## src/rtl/rom8_burst_arbiter.sv

```systemverilog
// Round-robin read controller sharing one registered 8-entry ROM port between two burst clients.
// Latency: grant on the request edge, first beat valid two cycles after the request edge, then 1 beat/cycle.
// Backpressure: clients hold req until their one-cycle gnt; req is ignored mid-burst, no output stall.
//
// Ports:
//   clk, clr            clock, asynchronous active-high reset
//   req*/add*/len*      per-client burst request, start address, length-1
//   gnt*                one-cycle grant pulse
//   busy                high while addresses are being issued
//   rom_add / rom_q     ROM address out, ROM registered data in
//   rd_valid/rd_id/rd_data  returned beats tagged with owner
module rom8_burst_arbiter #(
  parameter int N = 4
) (
  input  logic         clk,
  input  logic         clr,
  input  logic         req0,
  input  logic         req1,
  input  logic [2:0]   add0,
  input  logic [2:0]   add1,
  input  logic [2:0]   len0,
  input  logic [2:0]   len1,
  output logic         gnt0,
  output logic         gnt1,
  output logic         busy,
  output logic [2:0]   rom_add,
  input  logic [N-1:0] rom_q,
  output logic         rd_valid,
  output logic         rd_id,
  output logic [N-1:0] rd_data
);

  typedef enum logic {IDLE, BURST} state_t;

  state_t     state;
  logic [2:0] cnt;
  logic       owner;
  logic       last;

  logic arb_point;
  logic any_req;
  logic pick1;

  // Arbitration happens when idle or on the final address of a burst,
  // which lets a pending request follow with no bubble.
  assign arb_point = (state == IDLE) || (cnt == 3'd0);
  assign any_req   = req0 || req1;
  // Requester 1 wins when alone, or on a tie when requester 0 went last.
  assign pick1     = req1 && (!req0 || !last);

  // The ROM output register already aligns data with the registered valid/id.
  assign rd_data = rom_q;

  always_ff @(posedge clk or posedge clr) begin
    if (clr) begin
      state    <= IDLE;
      rom_add  <= 3'd0;
      gnt0     <= 1'b0;
      gnt1     <= 1'b0;
      busy     <= 1'b0;
      rd_valid <= 1'b0;
      rd_id    <= 1'b0;
      cnt      <= 3'd0;
      owner    <= 1'b0;
      last     <= 1'b1;
    end else begin
      gnt0     <= 1'b0;
      gnt1     <= 1'b0;
      // Beat for the address issued last cycle comes out of the ROM now.
      rd_valid <= (state == BURST);
      rd_id    <= owner;
      if (arb_point) begin
        if (any_req) begin
          if (pick1) begin
            gnt1    <= 1'b1;
            rom_add <= add1;
            cnt     <= len1;
            owner   <= 1'b1;
            last    <= 1'b1;
          end else begin
            gnt0    <= 1'b1;
            rom_add <= add0;
            cnt     <= len0;
            owner   <= 1'b0;
            last    <= 1'b0;
          end
          state <= BURST;
          busy  <= 1'b1;
        end else begin
          state <= IDLE;
          busy  <= 1'b0;
        end
      end else begin
        // Mid-burst: 3-bit address wraps 7 -> 0 naturally.
        rom_add <= rom_add + 3'd1;
        cnt     <= cnt - 3'd1;
      end
    end
  end

endmodule
```

## config.mk

```make
export PLATFORM = sky130hd
export DESIGN_NAME = rom8_burst_arbiter
export DESIGN_NICKNAME = d
export VERILOG_FILES = /design/src/rtl/rom8_burst_arbiter.sv
export SDC_FILE = /design/constraint.sdc
export NUM_CORES = 1
export LEC_CHECK = 0
export BUFFER_PORTS_ARGS = -buffer_cell sky130_fd_sc_hd__buf_2
export CELL_PAD_IN_SITES_DETAIL_PLACEMENT = 1
export CELL_PAD_IN_SITES_GLOBAL_PLACEMENT = 1
export CORE_MARGIN = 5
export CORE_UTILIZATION = 36
export CTS_CLUSTER_DIAMETER = 60
export DETAILED_ROUTE_END_ITERATION = 16
export PLACE_DENSITY = 0.91
export SYNTH_ARGS = -nofsm -noshare
export SYNTH_HDL_FRONTEND = slang
export SYNTH_SLANG_ARGS = --single-unit
```

## constraint.sdc

```tcl
create_clock -name clk -period 4.3 [get_ports clk]
set_input_delay 0.215 -clock clk [delete_from_list [all_inputs] [get_ports clk]]
set_output_delay 0.215 -clock clk [all_outputs]
set_load 0.01 [all_outputs]
```

Yosys cells after proc, flatten, opt, wreduce, memory -nomap -nowiden
Cells that the tools add are included.
{ "word_totals": {"out_inout_bits": 12, "inputBits": 20, "ff_bits": 13, "elab_cells": 34} }
{ "classes": {"add_sub_neg": 2, "n_mux": 13, "eq_ne": 1, "bitwise": 1, "n_reduce_logical": 8} }
{ "ops": {"columns": ["cell", "n"], "rows": [
  ["3-bit 2-to-1 mux", 6],
  ["1-bit 2-to-1 mux", 7],
  ["3-bit by 1-bit adder with 3-bit output (second input constant)", 1],
  ["3-bit zero test", 1],
  ["1-bit logical OR", 3],
  ["3-bit by 1-bit subtractor with 3-bit output (second input constant)", 1],
  ["1-bit zero test", 2],
  ["2-bit by 1-bit inequality test with 1-bit output (second input constant)", 1],
  ["2-bit AND reduction", 1],
  ["1-bit logical AND", 1],
  ["1-bit NOT", 1]
]} }

Logic depth before layout (Yosys ltp)
Gate-level depths: netlist of run 1.
{ "logic_depth": {"ltp_word": 6, "ltp_mapped": 6, "ltp_nobuf": 6} }

Worst setup path before layout of run 1
No wires, ideal clock.
{ "synth_timing": {"path_type": "reg-to-reg", "startpoint": "register cnt[0]", "endpoint": "register rom_add[0]", "path_buffers": 0, "period_less_slack_ps": 1472, "t_required_ps": 4151, "setup_time_ps": 149, "path_slack_ps": 2828, "path_stages_with_launch": 7, "t_arrival_ps": 1322, "cell_sequence": "dfrtp_1 inv_1 ha_1 ha_1 nand2b_1 o21ai_1 o221ai_1"} }
{ "synth_between": {"elab_chain_len": 3, "elab_cells_between_ends": 4, "classes_between": "1 x eq/ne; 1 x mux; 2 x reduce/logical"} }
{ "synth_lines": {"columns": ["item", "line", "source"], "rows": [
  ["start, declared", "36", "logic [2:0] cnt;"],
  ["start signal, assigned", "77", "cnt <= len1;"],
  ["start signal, assigned", "83", "cnt <= len0;"],
  ["start signal, assigned", "96", "cnt <= cnt - 3'd1;"],
  ["3-bit zero test *", "46", "assign arb_point = (state == IDLE) || (cnt == 3'd0);"],
  ["1-bit logical OR *", "46", null],
  ["2-bit by 1-bit inequality test with 1-bit output (no source line) / 3-bit 2-to-1 mux (equally long branches)", null, null],
  ["end signal, assigned", "95", "rom_add <= rom_add + 3'd1;"],
  ["end, declared", "26", "output logic [2:0] rom_add,"]
]} }
Every way passes the cells marked *; elsewhere a longest branch is shown, timed or not.
A chain may end at the register's enable or synchronous reset.

Worst setup path in the final report of run 1
Same ends and word-level chain as after synthesis.

==> impl_metrics.toml, run 1 <==
[setup_path]
r2r_end = "rom_add[0]"
crit_chain = "inv_1 -> ha_1 -> ha_1 -> nand2b_1 -> o21ai_1 -> o221ai_1"
worstSetupPathDepth = 6
crit_type = "flip-flop to flip-flop"
rr_worst_depth = 6
start_kind = "flip-flop"
regToRegSetupSlack_ns = 2.53
crit_path_max_incr_delay_ns = 0.37
end_kind = "flip-flop"
reg2reg_from = "cnt[0]"
worst-path-buf-inv = 1
cp-startpoint = "cnt[0]"
path_common_cell = "ha_1"
worst-path-max-fanout = 7
arrival_ns = 1.89
cpLargestDelayFamily = "compound AO/OA/AOI/OAI gates"
crit_slowest_cell = "dfrtp_1"
required_ns = 4.42

[status]
status = "completed"

[cells_and_area]
syn2layout_area_growth_pct = 18.5
nNetsFinal = 108
drive_above_1_share_pct = 39.3
n_fill_cell = 243
design_area_um2 = 848
final_core_util_pct = 44.1
mostFrequentLayoutCell = "buf_2"
final_cell_mix = "23 x buf_2, 12 x dfrtp_1, 5 x mux2i_1, 4 x inv_1"
fin_cells = 111
ff_latch_area_um2 = 327
diodes = 0
multi_input_area_um2 = 322

[synth]
yosys_register_bits = 13
async_reset_ff_share_pct = 100
synth.net_count = 85
yosys_warnings = 0
syn_area_per_cell_um2 = 11.5
synth_cells = 62
synth_top_area_share_pct = 42.0
seq_area_frac_synth_pct = 45.6
synth_area_leaders = "dfrtp_1 42%, mux2i_1 7.0%, ha_1 5.2%, buf_4 4.2%, dfstp_2 3.7%"
yosys.area.top_type = "dfrtp_1"
yosys.cell_types.count = 27
synth_edf_count = 0
synthFlopType = "dfrtp_1"
netlist_area_um2 = 716

[hold_path]
min_to = "rom_add[1]"
hp-class = "input pin to flip-flop"
hold_depth = 3
hold_start = "add1[1]"

[placed_design]
port_buffers = 23
place_congestion = 0.800
hpwlAfterDp_mm = 1.43
place_inst = 106
place_area_um2 = 812

[grt]
grt_first_pass_wirelength_mm = 2.75
grt_pass1_vias = 639
track_usage_pct = 12.8
grt_max_degree = 14
antenna_found_initial = 0
grt-ovfl-total = 0

[timing]
fmax_mhz = 565
hold-worst-slack_ns = 0.226
worstMarginPinSlew_ns = 0.502
slew_headroom_pct = 66.5
finalSetupViolations = 0
skew_ns = 0.0102
period_needed_ns = 1.77
fin_tns_setup_ns = 0
finalMaxSlewViolations = 0
hold_viol_final = 0
rsz0062_at_grt = "false"
period_share_pct = 41.1

[floorplanning]
start_util_pct = 37.2
fp-row-count = 16
ioPinCount = 32
die_area_mm2 = 0.00298
fp.dieW_um = 54.6
coreArea_mm2 = 0.00192
die_h_um = 54.6

[pwr]
seqPwrFrac_pct = 39.3
pwr_density_cell_mw_per_mm2 = 639
p_leak_nw = 0.431
p_switching_mw = 0.203
clkPwrFrac_pct = 14.3
vdd_drop_max_uv = 246
swShare_pct = 37.5
p_comb_share_pct = 46.3
power.internal_mw = 0.339

[clock_tree]
cts_buffers = 3
cts_root_buf = "clkbuf_4"
cts_max_level = 1
clk_pin_slew_worst_paths_ns = 0.09
ctsResizeCount = 0
clock-sinks = 13
cts_tree = "done"
worstSkewPairLatency_ns = 0.28
clockBufferDepth = 2

[job]
maxCapViolCount = 0

[route]
vias = 552
ant_nets = 0
drc = 0
firstDrtPassIters = 3
totalWireLength_mm = 1.70
wl_per_cell_um = 15.3
drt_iter0_drc = 3
vias_per_cell = 4.97
-- synthesized netlist by cell type, types with 2 or more instances --
| cell | number |
|---|---|
| nor2_1 | 3 |
| dfrtp_1 | 12 |
| nand2_1 | 3 |
| ha_1 | 3 |
| a21o_1 | 2 |
| inv_1 | 4 |
| nand3_1 | 2 |
| a31oi_1 | 3 |
| a22oi_1 | 2 |
| buf_6 | 2 |
| mux2i_1 | 5 |
| a2bb2oi_1 | 3 |
| buf_4 | 4 |
-- power by group through the flow --
stage | registers [mW] | logic, mW | clock network [mW]
after floorplan | 0.221 | 0.171 | 0
after global placement | 0.213 | 0.237 | 0
after detailed placement | 0.217 | 0.254 | 0
after CTS | 0.214 | 0.256 | 0.0792
after global routing | 0.220 | 0.279 | 0.0865
final | 0.213 | 0.251 | 0.0778
-- sequential cells by signal, summed over array words and instances, names as in the netlist --
| name | cells |
|---|---|
| rd_id | 1 |
| gnt1 | 1 |
| rd_valid | 1 |
| state | 1 |
| cnt | 3 |
| last | 1 |
| owner | 1 |
| rom_add | 3 |
| gnt0 | 1 |
-- how the worst max path moves through the flow --
stage                  to  slack [ns]
3_3_place_gp   rom_add[0]        2.73
4_1_cts        rom_add[0]        2.55
5_1_grt        rom_add[0]        2.46
3_5_place_dp   rom_add[0]        2.58
2_1_floorplan  rom_add[0]        2.83
6_report       rom_add[0]        2.53
-- area by class of cell --
class	instances	area share [%]
flip-flops and latches	13	38.5
multi-input cells	39	37.9
repair buffers	24	14.7
well taps	27	3.98
clock buffers	4	3.10
inverters	4	1.77
-- cells by family after synthesis --
kind of cell / synth area share (%)
muxes: 9.09
and+or+nand+nor: 9.79
buffers and inverters: 9.44
AOI/OAI and AO/OA: 19.6
xor gates and xnor gates: 1.22
adders and majority gates: 5.25
DFF: 45.6
-- per-stage QoR --
| step | setup slack [ns] | power, mW |
|---|---|---|
| detailed placement | 2.58 | 0.471 |
| global route | 2.46 | 0.586 |
| finish | 2.53 | 0.542 |
| global placement | 2.73 | 0.450 |
| floorplan | 2.83 | 0.392 |
| CTS | 2.55 | 0.550 |
-- routing by layer --
metal	track usage [%]	share of wire, %
met5	0	0
met1	14.7	40
met4	3.73	1.0
met2	23.4	55
met3	2.72	3.6
-- worst reg2reg max path: stages (launching register included) --
cell,delay [ns]
dfrtp_1,0.37
inv_1,0.07
ha_1,0.20
ha_1,0.18
nand2b_1,0.25
o21ai_1,0.33
o221ai_1,0.22
-- repair_timing --
action	CTS	global route
setup buffers	0	0
hold buffers	1	0
endpoints found under the hold margin	12	0
setup endpoints to repair	0	0
Note: power is estimated with default switching activity, not from simulation.
==> inputs of run 2 (changes only) <==
Settings changed: CORE_UTILIZATION 36 to 30, PLACE_DENSITY 0.91 to 0.82.
Clock period 4.3 ns to 1.43 ns, I/O delays scaled along.
==> impl_metrics.toml, run 2 (synthesis results as in run 1) <==
[setup_path]
reg2reg_from = "cnt[1]"
crit_type = "flip-flop to flip-flop"
worst-path-max-fanout = 7
regToRegSetupSlack_ns = 0.07
crit_slowest_cell = "dfrtp_1"
end_kind = "flip-flop"
r2r_end = "cnt[2]"
arrival_ns = 1.52
path_common_cell = "ha_4"
worst-path-buf-inv = 1
worstSetupPathDepth = 6
cp-endpoint = "cnt[2]"
cp-startpoint = "cnt[1]"
rr_worst_depth = 6
required_ns = 1.58
start_kind = "flip-flop"
crit_path_max_incr_delay_ns = 0.40
crit_chain = "inv_2 -> ha_4 -> ha_4 -> and2b_2 -> a31oi_1 -> a22oi_1"
cpLargestDelayFamily = "flip-flops"

[cells_and_area]
mostFrequentLayoutCell = "buf_2"
drive_above_1_share_pct = 48.3
final_cell_mix = "23 x buf_2, 12 x dfrtp_1, 5 x mux2i_1"
n_fill_cell = 274
nNetsFinal = 111
diodes = 0
reg_top3 = "cnt x3, rom_add x3"
syn2layout_area_growth_pct = 28.1

[clock_tree]
cts_max_level = 1
cts_buffers = 3
clk_pin_slew_worst_paths_ns = 0.08
clock-sinks = 13
cts_tree = "done"
cts_root_buf = "clkbuf_4"
clockBufferDepth = 2
worstSkewPairLatency_ns = 0.27

[timing]
hold-worst-slack_ns = 0.119
fin_tns_setup_ns = 0
period_share_pct = 95.2
finalSetupViolations = 0
worst_slack_ns = 0.0682
period_needed_ns = 1.36
hold_viol_final = 0
skew_ns = 0.00208
finalMaxSlewViolations = 0
slew_headroom_pct = 68.9
fmax_mhz = 734
worstMarginPinSlew_ns = 0.467

[floorplanning]
ioPinCount = 32
fp-row-count = 17
start_util_pct = 31.7
die_h_um = 58.8
fp.dieW_um = 58.8
die_area_mm2 = 0.00346
coreArea_mm2 = 0.00225

[placed_design]
pre_cts_ws_ns = -0.0992
port_buffers = 23
hpwlAfterDp_mm = 1.32
place_congestion = 0.746

[hold_path]
hp-class = "input pin to flip-flop"

[route]
totalWireLength_mm = 1.64
vias_per_cell = 4.97
firstDrtPassIters = 4
vias = 571
drc = 0
drt_iter0_drc = 11
wl_per_cell_um = 14.3
ant_nets = 0

[grt]
grt-ovfl-total = 0
antenna_found_initial = 0
grt_first_pass_wirelength_mm = 2.59
grt_max_degree = 14
grt_pass1_vias = 602
track_usage_pct = 9.64

[status]
status = "completed"

[pwr]
vdd_drop_max_uv = 649
p_leak_nw = 0.448
pwr_density_cell_mw_per_mm2 = 1900

[job]
maxCapViolCount = 0
==> run 2: cell types whose count changed in the layout (fill, tap and decap cells not counted), moves of 2 or more <==
cell / delta
inv_2: +2
inv_1: -2
buf_4: +3
ha_4: +2
ha_1: -2
==> run 2: report_power, final <==
group / switching (mW) / internal, mW
Sequential: 0.115 / 0.534
Clock: 0.113 / 0.108
Combinational: 0.401 / 0.467
==> run 2: how the worst min path moves through the flow <==
stage	end	start	slack, ns	depth (start not counted)
final	rom_add[0]	add0[0]	0.12	3
after global routing	cnt[2]	len1[2]	0.11	3
after CTS	rom_add[1]	add1[1]	0.11	3
after detailed placement	rd_valid	clr	0.11	2
after global placement	state	clr	0.12	2
after floorplan	cnt[0]	clr	-0.05	1
==> run 2: stage by stage <==
stage               std cells  util [%]  instance area [um^2]  power [mW]
floorplan                  62         -                   719        1.18
global placement          109      36.9                   832        1.38
detailed placement        109      36.9                   832        1.41
CTS                       114      38.8                   876        1.66
global route              115      40.7                   917        1.89
finish                    115      40.7                   917        1.74
==> run 2: area by class of cell <==
type	count	area (um^2)	share of cell area, %
Sequential cell	13	327	35.6
Multi-Input combinational cell	39	367	40.0
Timing Repair Buffer	27	148	16.1
Inverter	4	15.0	1.64
Tap cell	28	35.0	3.82
Clock buffer	4	26.3	2.86
==> run 2: worst min-delay path, cell delays in order <==
cell and delay [ns]:
buf_2 0.08, mux2i_1 0.06, o221ai_1 0.14
==> run 2: repair_timing <==
item	CTS	global route
pin swaps	0	3
hold buffers	1	0
setup endpoints to repair	7	8
setup buffers	0	1
endpoints found under the hold margin	12	0
resized for setup	2	8
==> run 2: routing by layer <==
metal	routed length [um]	global-route usage [%]	up-vias
met2	866	17.7	16
met4	13	2.27	0
met1	635	10.0	285
met5	0	0	-
met3	124	4.17	2
li1	-	-	268
